$ cat config.mk
export PLATFORM = sky130hd
export DESIGN_NAME = uart_tx_param
export DESIGN_NICKNAME = d
export VERILOG_FILES = /design/src/rtl/uart_tx_param.sv
export SDC_FILE = /design/constraint.sdc
export NUM_CORES = 1
export LEC_CHECK = 0
export BUFFER_PORTS_ARGS = -buffer_cell sky130_fd_sc_hd__buf_2
export CAP_MARGIN = 20
export CORE_MARGIN = 2
export CORE_UTILIZATION = 38
export DETAILED_ROUTE_END_ITERATION = 8
export PLACE_DENSITY = 0.52
export SETUP_SLACK_MARGIN = 0.02
export SLEW_MARGIN = 10
export SYNTH_ARGS = -nofsm -noshare
export SYNTH_HDL_FRONTEND = slang
export SYNTH_SLANG_ARGS = --single-unit
$ cat constraint.sdc
create_clock -name clk -period 7.3 [get_ports clk]
set_input_delay 1.46 -clock clk [delete_from_list [all_inputs] [get_ports clk]]
set_output_delay 1.46 -clock clk [all_outputs]
set_load 0.02 [all_outputs]
$ cat src/rtl/uart_tx_param.sv
// ---------------------------------------------------------------------------
// uart_tx_param
//
// Purpose
//   Parametrised UART transmitter. Words arrive over a valid/ready handshake
//   into a small FIFO. They are then serialised onto a single TX line as
//   start bit, DATA_BITS data bits (LSB first), an optional parity bit and
//   STOP_BITS stop bits. When another word is already queued as the last
//   stop bit ends, the next start bit follows on the very next cycle.
//
// Parameters
//   CLOCK_SPEED_MHZ  system clock in MHz
//   BAUD_RATE        line rate in bit/s; CYCLES_PER_BIT = clk_hz / baud (>= 2)
//   DATA_BITS        data bits per frame, 5..9
//   PARITY           0 = none, 1 = odd, 2 = even
//   STOP_BITS        1 or 2
//   FIFO_DEPTH       input FIFO entries, power of two, >= 2
//
// Ports
//   clk         system clock, rising edge
//   rst         synchronous active-high reset
//   data_in     word to send
//   data_valid  producer presents a word on data_in
//   data_ready  FIFO can accept a word (low while rst is high)
//   tx          registered serial output, idle high
//   busy        frame in progress or FIFO non-empty
//   tx_done     one-cycle pulse after the last stop bit completes
//   fifo_count  current FIFO occupancy
// ---------------------------------------------------------------------------
module uart_tx_param #(
    parameter int CLOCK_SPEED_MHZ = 100,
    parameter int BAUD_RATE       = 9600,
    parameter int DATA_BITS       = 8,
    parameter int PARITY          = 0,
    parameter int STOP_BITS       = 1,
    parameter int FIFO_DEPTH      = 4
) (
    input  logic                          clk,
    input  logic                          rst,
    input  logic [DATA_BITS-1:0]          data_in,
    input  logic                          data_valid,
    output logic                          data_ready,
    output logic                          tx,
    output logic                          busy,
    output logic                          tx_done,
    output logic [$clog2(FIFO_DEPTH):0]   fifo_count
);

    // Derived constants. The clock rate is widened before the multiply so
    // that fast clocks cannot overflow a 32-bit intermediate.
    localparam longint CLK_HZ         = longint'(CLOCK_SPEED_MHZ) * 64'd1000000;
    localparam int     CYCLES_PER_BIT = int'(CLK_HZ / longint'(BAUD_RATE));
    // Wide enough for a double-length stop period counted in one run.
    localparam int     CNT_W          = $clog2(2 * CYCLES_PER_BIT);
    localparam int     PTR_W          = $clog2(FIFO_DEPTH);
    localparam int     CW             = PTR_W + 1;
    localparam int     BIT_W          = $clog2(DATA_BITS);

    localparam logic [CNT_W-1:0] BIT_LAST  = CNT_W'(CYCLES_PER_BIT - 1);
    localparam logic [CNT_W-1:0] STOP_LAST = CNT_W'(STOP_BITS * CYCLES_PER_BIT - 1);
    localparam logic [BIT_W-1:0] IDX_LAST  = BIT_W'(DATA_BITS - 1);
    localparam logic [CW-1:0]    CNT_FULL  = CW'(FIFO_DEPTH);

    typedef enum logic [2:0] {
        S_IDLE   = 3'd0,
        S_START  = 3'd1,
        S_DATA   = 3'd2,
        S_PARITY = 3'd3,
        S_STOP   = 3'd4
    } state_t;

    // Parity bit for a word: odd mode makes the total ones count odd,
    // even mode makes it even.
    function automatic logic parity_bit(input logic [DATA_BITS-1:0] word);
        logic p;
        if (PARITY == 1) begin
            p = ~(^word);
        end else begin
            p = ^word;
        end
        return p;
    endfunction

    // ------------------------------------------------------------------
    // Declarations
    // ------------------------------------------------------------------
    state_t                 state_q, state_d;
    logic [CNT_W-1:0]       cnt_q, cnt_d;
    logic [BIT_W-1:0]       bit_idx_q, bit_idx_d;
    logic [DATA_BITS-1:0]   shift_q, shift_d;
    logic                   par_q, par_d;
    logic                   tx_q, tx_d;
    logic                   done_q, done_d;
    logic                   busy_q, busy_d;

    logic [DATA_BITS-1:0]   mem_q [FIFO_DEPTH];
    logic [PTR_W-1:0]       wr_ptr_q, rd_ptr_q;
    logic [CW-1:0]          count_q, count_d;

    logic                   ready_s;
    logic                   push_s;
    logic                   pop_s;
    logic                   fifo_empty_s;
    logic                   cnt_last_s;
    logic [DATA_BITS-1:0]   head_s;

    // ------------------------------------------------------------------
    // FIFO
    // ------------------------------------------------------------------
    // Ready comes from the registered count only, so a pop in the same
    // cycle never reopens a full FIFO early.
    assign ready_s      = !rst && (count_q < CNT_FULL);
    assign push_s       = data_valid && ready_s;
    assign fifo_empty_s = (count_q == '0);
    assign head_s       = mem_q[rd_ptr_q];

    // Occupancy update: simultaneous push and pop leave the count unchanged.
    always_comb begin
        count_d = count_q;
        case ({push_s, pop_s})
            2'b10:   count_d = count_q + 1'b1;
            2'b01:   count_d = count_q - 1'b1;
            default: count_d = count_q;
        endcase
    end

    // FIFO storage; contents need no reset because the pointers gate them.
    always_ff @(posedge clk) begin
        if (push_s) begin
            mem_q[wr_ptr_q] <= data_in;
        end
    end

    // FIFO pointers and occupancy; pointers wrap naturally (power-of-two depth).
    always_ff @(posedge clk) begin
        if (rst) begin
            wr_ptr_q <= '0;
            rd_ptr_q <= '0;
            count_q  <= '0;
        end else begin
            if (push_s) begin
                wr_ptr_q <= wr_ptr_q + 1'b1;
            end
            if (pop_s) begin
                rd_ptr_q <= rd_ptr_q + 1'b1;
            end
            count_q <= count_d;
        end
    end

    // ------------------------------------------------------------------
    // Frame state machine
    // ------------------------------------------------------------------
    // The stop phase is counted as one long run of STOP_BITS bit times.
    assign cnt_last_s = (state_q == S_STOP) ? (cnt_q == STOP_LAST)
                                            : (cnt_q == BIT_LAST);

    // State register plus datapath registers and the registered outputs.
    always_ff @(posedge clk) begin
        if (rst) begin
            state_q   <= S_IDLE;
            cnt_q     <= '0;
            bit_idx_q <= '0;
            shift_q   <= '0;
            par_q     <= 1'b0;
            tx_q      <= 1'b1;
            done_q    <= 1'b0;
            busy_q    <= 1'b0;
        end else begin
            state_q   <= state_d;
            cnt_q     <= cnt_d;
            bit_idx_q <= bit_idx_d;
            shift_q   <= shift_d;
            par_q     <= par_d;
            tx_q      <= tx_d;
            done_q    <= done_d;
            busy_q    <= busy_d;
        end
    end

    // Next-state logic: bit timing, shifting and FIFO pop decisions.
    always_comb begin
        state_d   = state_q;
        cnt_d     = cnt_q;
        bit_idx_d = bit_idx_q;
        shift_d   = shift_q;
        par_d     = par_q;
        pop_s     = 1'b0;
        done_d    = 1'b0;
        case (state_q)
            S_IDLE: begin
                if (!fifo_empty_s) begin
                    pop_s   = 1'b1;
                    state_d = S_START;
                    cnt_d   = '0;
                    shift_d = head_s;
                    par_d   = parity_bit(head_s);
                end else begin
                    state_d = S_IDLE;
                end
            end
            S_START: begin
                if (cnt_last_s) begin
                    state_d   = S_DATA;
                    cnt_d     = '0;
                    bit_idx_d = '0;
                end else begin
                    cnt_d = cnt_q + 1'b1;
                end
            end
            S_DATA: begin
                if (cnt_last_s) begin
                    cnt_d   = '0;
                    // Next data bit moves into position 0 of the shifter.
                    shift_d = shift_q >> 1;
                    if (bit_idx_q == IDX_LAST) begin
                        if (PARITY != 0) begin
                            state_d = S_PARITY;
                        end else begin
                            state_d = S_STOP;
                        end
                    end else begin
                        bit_idx_d = bit_idx_q + 1'b1;
                    end
                end else begin
                    cnt_d = cnt_q + 1'b1;
                end
            end
            S_PARITY: begin
                if (cnt_last_s) begin
                    state_d = S_STOP;
                    cnt_d   = '0;
                end else begin
                    cnt_d = cnt_q + 1'b1;
                end
            end
            S_STOP: begin
                if (cnt_last_s) begin
                    done_d = 1'b1;
                    cnt_d  = '0;
                    // Chain straight into the next frame when one is queued.
                    if (!fifo_empty_s) begin
                        pop_s   = 1'b1;
                        state_d = S_START;
                        shift_d = head_s;
                        par_d   = parity_bit(head_s);
                    end else begin
                        state_d = S_IDLE;
                    end
                end else begin
                    cnt_d = cnt_q + 1'b1;
                end
            end
            default: begin
                state_d = S_IDLE;
                cnt_d   = '0;
            end
        endcase
    end

    // Output logic: next value of the registered line and busy flag,
    // derived from the state being entered.
    always_comb begin
        tx_d   = 1'b1;
        busy_d = (state_d != S_IDLE) || (count_d != '0);
        case (state_d)
            S_IDLE:   tx_d = 1'b1;
            S_START:  tx_d = 1'b0;
            S_DATA:   tx_d = shift_d[0];
            S_PARITY: tx_d = par_d;
            S_STOP:   tx_d = 1'b1;
            default:  tx_d = 1'b1;
        endcase
    end

    assign data_ready = ready_s;
    assign tx         = tx_q;
    assign busy       = busy_q;
    assign tx_done    = done_q;
    assign fifo_count = count_q;

endmodule

-- Word level (Yosys, flattened, before mapping)
Memories as Yosys holds them, arrays and structs flattened. A register that Yosys moved wholly into a read port is not among the register bits.
Index checks and enable logic that the tools add are counted.
- bits of input ports: 11
- word-level logic and storage cells: 83
- memories: 1
- output and inout bits: 7
- register bits after elaboration: 40
- RAM bits: 32
- memory list (name ; words ; width ; read ports ; clocked after memory_dff ; wr ports ; line ; source):
    mem_q ; 4 ; 8 ; 1 ; 1 ; 1 ; 96 ; logic [DATA_BITS-1:0] mem_q [FIFO_DEPTH];
- magnitude comparators: 1
- bitwise logic cells: 1
- equality and inequality tests: 16
- reduce and logical (&&, ||, !) cells: 15
- multiplexer cells: 31
- add/sub/neg operators: 6
- operators with widths (kind ; count):
    $mux W15 ; 2
    $pmux W15 S2 ; 1
    $mux W3 ; 8
    $mux W8 ; 3
    $pmux W8 S3 ; 1
    $add A15 B1 Y15 const B ; 1
    $eq A15 B14 Y1 const B ; 1
    $pmux W3 S5 ; 1
    $eq A3 B2 Y1 const B ; 4
    $pmux W3 S2 ; 2
    $ne A2 B2 Y1 const B ; 5
    $reduce_bool A3 Y1 ; 3
    $mux W1 ; 8
    $reduce_xor A8 Y1 ; 1
    $add A3 B1 Y3 const B ; 2
    $eq A3 B1 Y1 const B ; 2
    $eq A3 B3 Y1 const B ; 2
    $logic_not A3 Y1 ; 2
    $add A2 B1 Y2 const B ; 2
    $mux W2 ; 2
    $pmux W1 S2 ; 2
    $reduce_and A4 Y1 ; 1
    $reduce_or A4 Y1 ; 1
    $lt A3 B3 Y1 const B ; 1
    other kinds (11) ; 12

-- Longest topological paths before layout
- word-level depth: 8
- mapped depth: 13
- mapped depth without buffers: 12

-- Least setup slack after synthesis
No wires, ideal clock.
- kind: in2reg
- from: input rst
- to: register busy_q, in the netlist busy
- stages: 10
- setup slack: 3.880 ns
- setup time: 0.071 ns
- data required time: 7.229 ns
- buffers on the path: 0
- arrival time: 3.350 ns
- cells stage by stage: nor2_1 and2_1 inv_1 ha_1 inv_1 fa_1 nor2b_1 a32oi_1 o22ai_1 a21oi_1
- cells in the longest elaborated chain, start to end: 7
- elaborated cells between the ends (all ways): 8
- classes of those cells: eq/ne (2); mux (1); reduce/logical (5)
- RTL lines (item ; line ; source):
    from (decl) ; 39 ; input logic rst,
    $logic_not A1 Y1 ; 112 ; assign ready_s = !rst && (count_q < CNT_FULL);
    $logic_and A1 B1 Y1 ; 112 ;
    $logic_and A1 B1 Y1 ; 113 ; assign push_s = data_valid && ready_s;
    $eq A2 B1 Y1 or $eq A2 B2 Y1 (tied branches) ; 120 ; case ({push_s, pop_s})
    $pmux W3 S2 ; 120 ;
    $reduce_bool A3 Y1 ; 265 ; busy_d = (state_d != S_IDLE) || (count_d != '0);
    $logic_or A1 B1 Y1 ; 265 ;
    to (signal assigned) ; 177 ; busy_q <= busy_d;
    to (decl) ; 94 ; logic busy_q, busy_d;
Parallel ways exist; a longest one is shown, timed or not.
A chain may end at the register's enable or synchronous reset.

-- Worst setup path after layout
- from: register cnt_q[0]
- to: register busy_q, in the netlist busy
- cells in the longest elaborated chain, start to end: 7
- elaborated cells between the ends (all ways): 14
- classes of those cells: eq/ne (3); mux (8); reduce/logical (3)
- RTL lines (item ; line ; source):
    from (decl) ; 88 ; logic [CNT_W-1:0] cnt_q, cnt_d;
    from (signal assigned) ; 171 ; cnt_q <= cnt_d;
    $eq A15 B14 Y1 * ; 155, 156 ;
    $mux W1 * ; 238 ; if (cnt_last_s) begin
    $pmux W1 S2 * ; 190 ; case (state_q)
    via pop_s ; 102 ; logic pop_s;
    $eq A2 B1 Y1 or $eq A2 B2 Y1 (tied branches) ; 120 ;
    $pmux W3 S2 * ; 120 ;
    $reduce_bool A3 Y1 * ; 265 ;
    $logic_or A1 B1 Y1 * ; 265 ;
Mark *: on every way through the listed nets, which the timed path passes. The rest lies on a longest branch.

==> impl_metrics.ini <==
[timing]
hold_viol = 0
clock_skew_ns = 0.0117
whs_ns = 0.458
worst_pin_slew_ns = 0.974
period_share_pct = 54.5
final.setup.tns_ns = 0
setup_viol = 0
fmax_mhz = 252
finalWorstSetupSlack_ns = 3.32
fin_crit_ns = 3.98
slew_viol_final = 0
slew_headroom_pct = 34.2
rsz0062_at_grt = false

[clock_tree]
htree_levels = 3
tritoncts = done
cts_resized = 0
insertion_delay_ns = 0.35
cts_setup_buffers = 0
cts_sinks = 74
clkSlewWorstSetupHoldPaths_ns = 0.08
ctsHoldBuffers = 0
numCtsBuffers = 9
clock_path_buffers = 2
cts-root-buf = clkbuf_8

[floorplanning]
top_level_ports = 18
dieHeight_um = 96.7
design.core.area_um2 = 8260
die-width_um = 96.7
initial_utilization_pct = 39.5
num_rows = 33
die_area_um2 = 9350

[finish]
drive_above_1_share_pct = 15.9
antenna_cells = 0
stdcell_area_um2 = 3610
nets = 323
final_util_pct = 43.7
synthToLayoutAreaGrowth_pct = 10.6
layout_commonest_cell = dfxtp_1
final_cell_mix = dfxtp_1 (42), nor2_1 (41), edfxtp_1 (32)
stdcell_count = 413

[min_path]
min_path_type = reg -> reg

[worst_setup_path]
start_kind = flop
cp_data_arrival_time_ns = 4.20
critical_path.top_delay_family = compound AO/OA/AOI/OAI gates
critPathMaxStageDelay_ns = 0.76
path_class = reg -> reg
cp.required_ns = 7.52
path_buf_inv = 2
cpMaxStageDelayCell = o41ai_1
cp-end-kind = flop
path_cells = ha_1, or4bb_1, o41ai_1, nand2_1, inv_1, ha_1, inv_1, fa_1, nor2b_1, a32oi_1, o22ai_1, a21oi_1
critPathMaxFanout = 7

[run]
drv_cap = 0

[outcome]
outcome = completed

[detailed_routing]
dr_total_vias = 2101
wire_per_inst_um = 14.2
drtIter0Drc = 117
drt_wl_total_um = 5850
antenna_left = 0
drt-vias-per-instance = 5.09
drcViolationCount = 0
dr.pass1.iters = 4

[placement]
placedInstanceArea_um2 = 3430
placedCellCount = 397
dp_hpwl_um = 3950
post-place-ws_ns = 3.35
gp_congestion = 0.748
portBuffers = 17

[logic_synthesis]
synth-seq-cells = 74
yosys_warnings = 0
netlist_area_um2 = 3270
yosysSeqAreaShare_pct = 55.2
synth_nets = 309
ys_async_sr_fraction_pct = 0
synth.area.top_cells = edfxtp_1 (29%), dfxtp_1 (26%), mux4_2 (5.5%), nor2_1 (4.7%), xnor2_1 (4.6%)
ys.flop_type = dfxtp_1
synth_edf_count = 32
synth_top_area_cell = edfxtp_1
yosysUniqueCellTypes = 44
synth_top_area_share_pct = 29.4
syn_inst = 289
syn_area_per_cell_um2 = 11.3

[power]
power.leakage_nw = 1.26
power_density_nw_per_um2 = 346
vdd_drop_max_v = 0.000137
power_mw = 1.25

[global_routing]
antenna_found_initial = 0
grt_first_pass_wirelength_um = 9930
grt_pass1_vias = 1959
grt_max_degree = 30
grt.total_usage_pct = 13.3
globalRouteOverflowTotal = 0
-- worst paths after layout --
kind / start / end / slack [ns] / cells past startpoint
setup / recovery: cnt_q[0]$_SDFFE_PP0P_ / busy$_SDFF_PP0_ / 3.32 / 12
hold / removal: bit_idx_q[1]$_SDFFE_PP0P_ / bit_idx_q[1]$_SDFFE_PP0P_ / 0.46 / 2
setup reg to reg: cnt_q[0]$_SDFFE_PP0P_ / busy$_SDFF_PP0_ / 3.32 / 12
hold reg to reg: bit_idx_q[1]$_SDFFE_PP0P_ / bit_idx_q[1]$_SDFFE_PP0P_ / 0.46 / 2
-- flip-flops by register name, summed over array words and instances (netlist names), named ones only --
signal	cells
fifo_count	3
rd_ptr_q	2
busy	1
shift_q	8
bit_idx_q	3
tx_done	1
mem_q	32
cnt_q	15
state_q	3
tx	1
par_q	1
wr_ptr_q	2
-- layer usage --
layer | wire [µm] | up-vias | part of all wire [%] | global-route usage (%)
li1 | - | 1077 | - | -
met1 | 2870 | 984 | 49 | 18.4
met2 | 2680 | 31 | 46 | 19.7
met3 | 209 | 9 | 3.6 | 3.97
met4 | 85 | 0 | 1.5 | 5.20
met5 | 0 | - | 0 | 0
-- cell usage after synthesis, types with 8 or more instances --
cell type / count
dfxtp_1: 42
nor2_1: 41
edfxtp_1: 32
xnor2_1: 17
nand2_1: 16
inv_1: 13
clkbuf_1: 12
nor3_1: 9
xor2_1: 9
a21oi_1: 8
ha_1: 8
mux4_2: 8
-- where the power goes --
| part | switching, mW | internal [mW] | total [mW] |
|---|---|---|---|
| clock | 0.168 | 0.128 | 0.296 |
| combinational | 0.215 | 0.187 | 0.402 |
| sequential | 0.0578 | 0.493 | 0.551 |
| total | 0.441 | 0.809 | 1.25 |
-- kinds of logic (layout without fill, tap and decap cells) --
kind of cell	Yosys count	count (layout)	synth area share [%]
and+or+nand+nor	105	105	16.0
DFF	74	74	55.2
AOI/OAI and AO/OA	37	37	8.58
buffers and inverters	27	46	3.14
xor gates and xnor gates	26	26	6.97
adders and majority gates	10	10	3.98
muxes	10	10	6.13
-- layout make-up --
type	instances	area (µm²)
Multi-Input combinational cell	188	1360
Inverter	13	48.8
Clock buffer	9	124
Fill cell	796	4650
Clock inverter	7	58.8
Sequential cell	74	1800
Tap cell	105	131
Timing Repair Buffer	17	85.1
-- tightest hold or removal path, stage by stage, from the launching register on --
cell	delay, ns
dfxtp_1	0.32
nand2_1	0.05
a21oi_1	0.05
(Power assumes the default switching activity.)
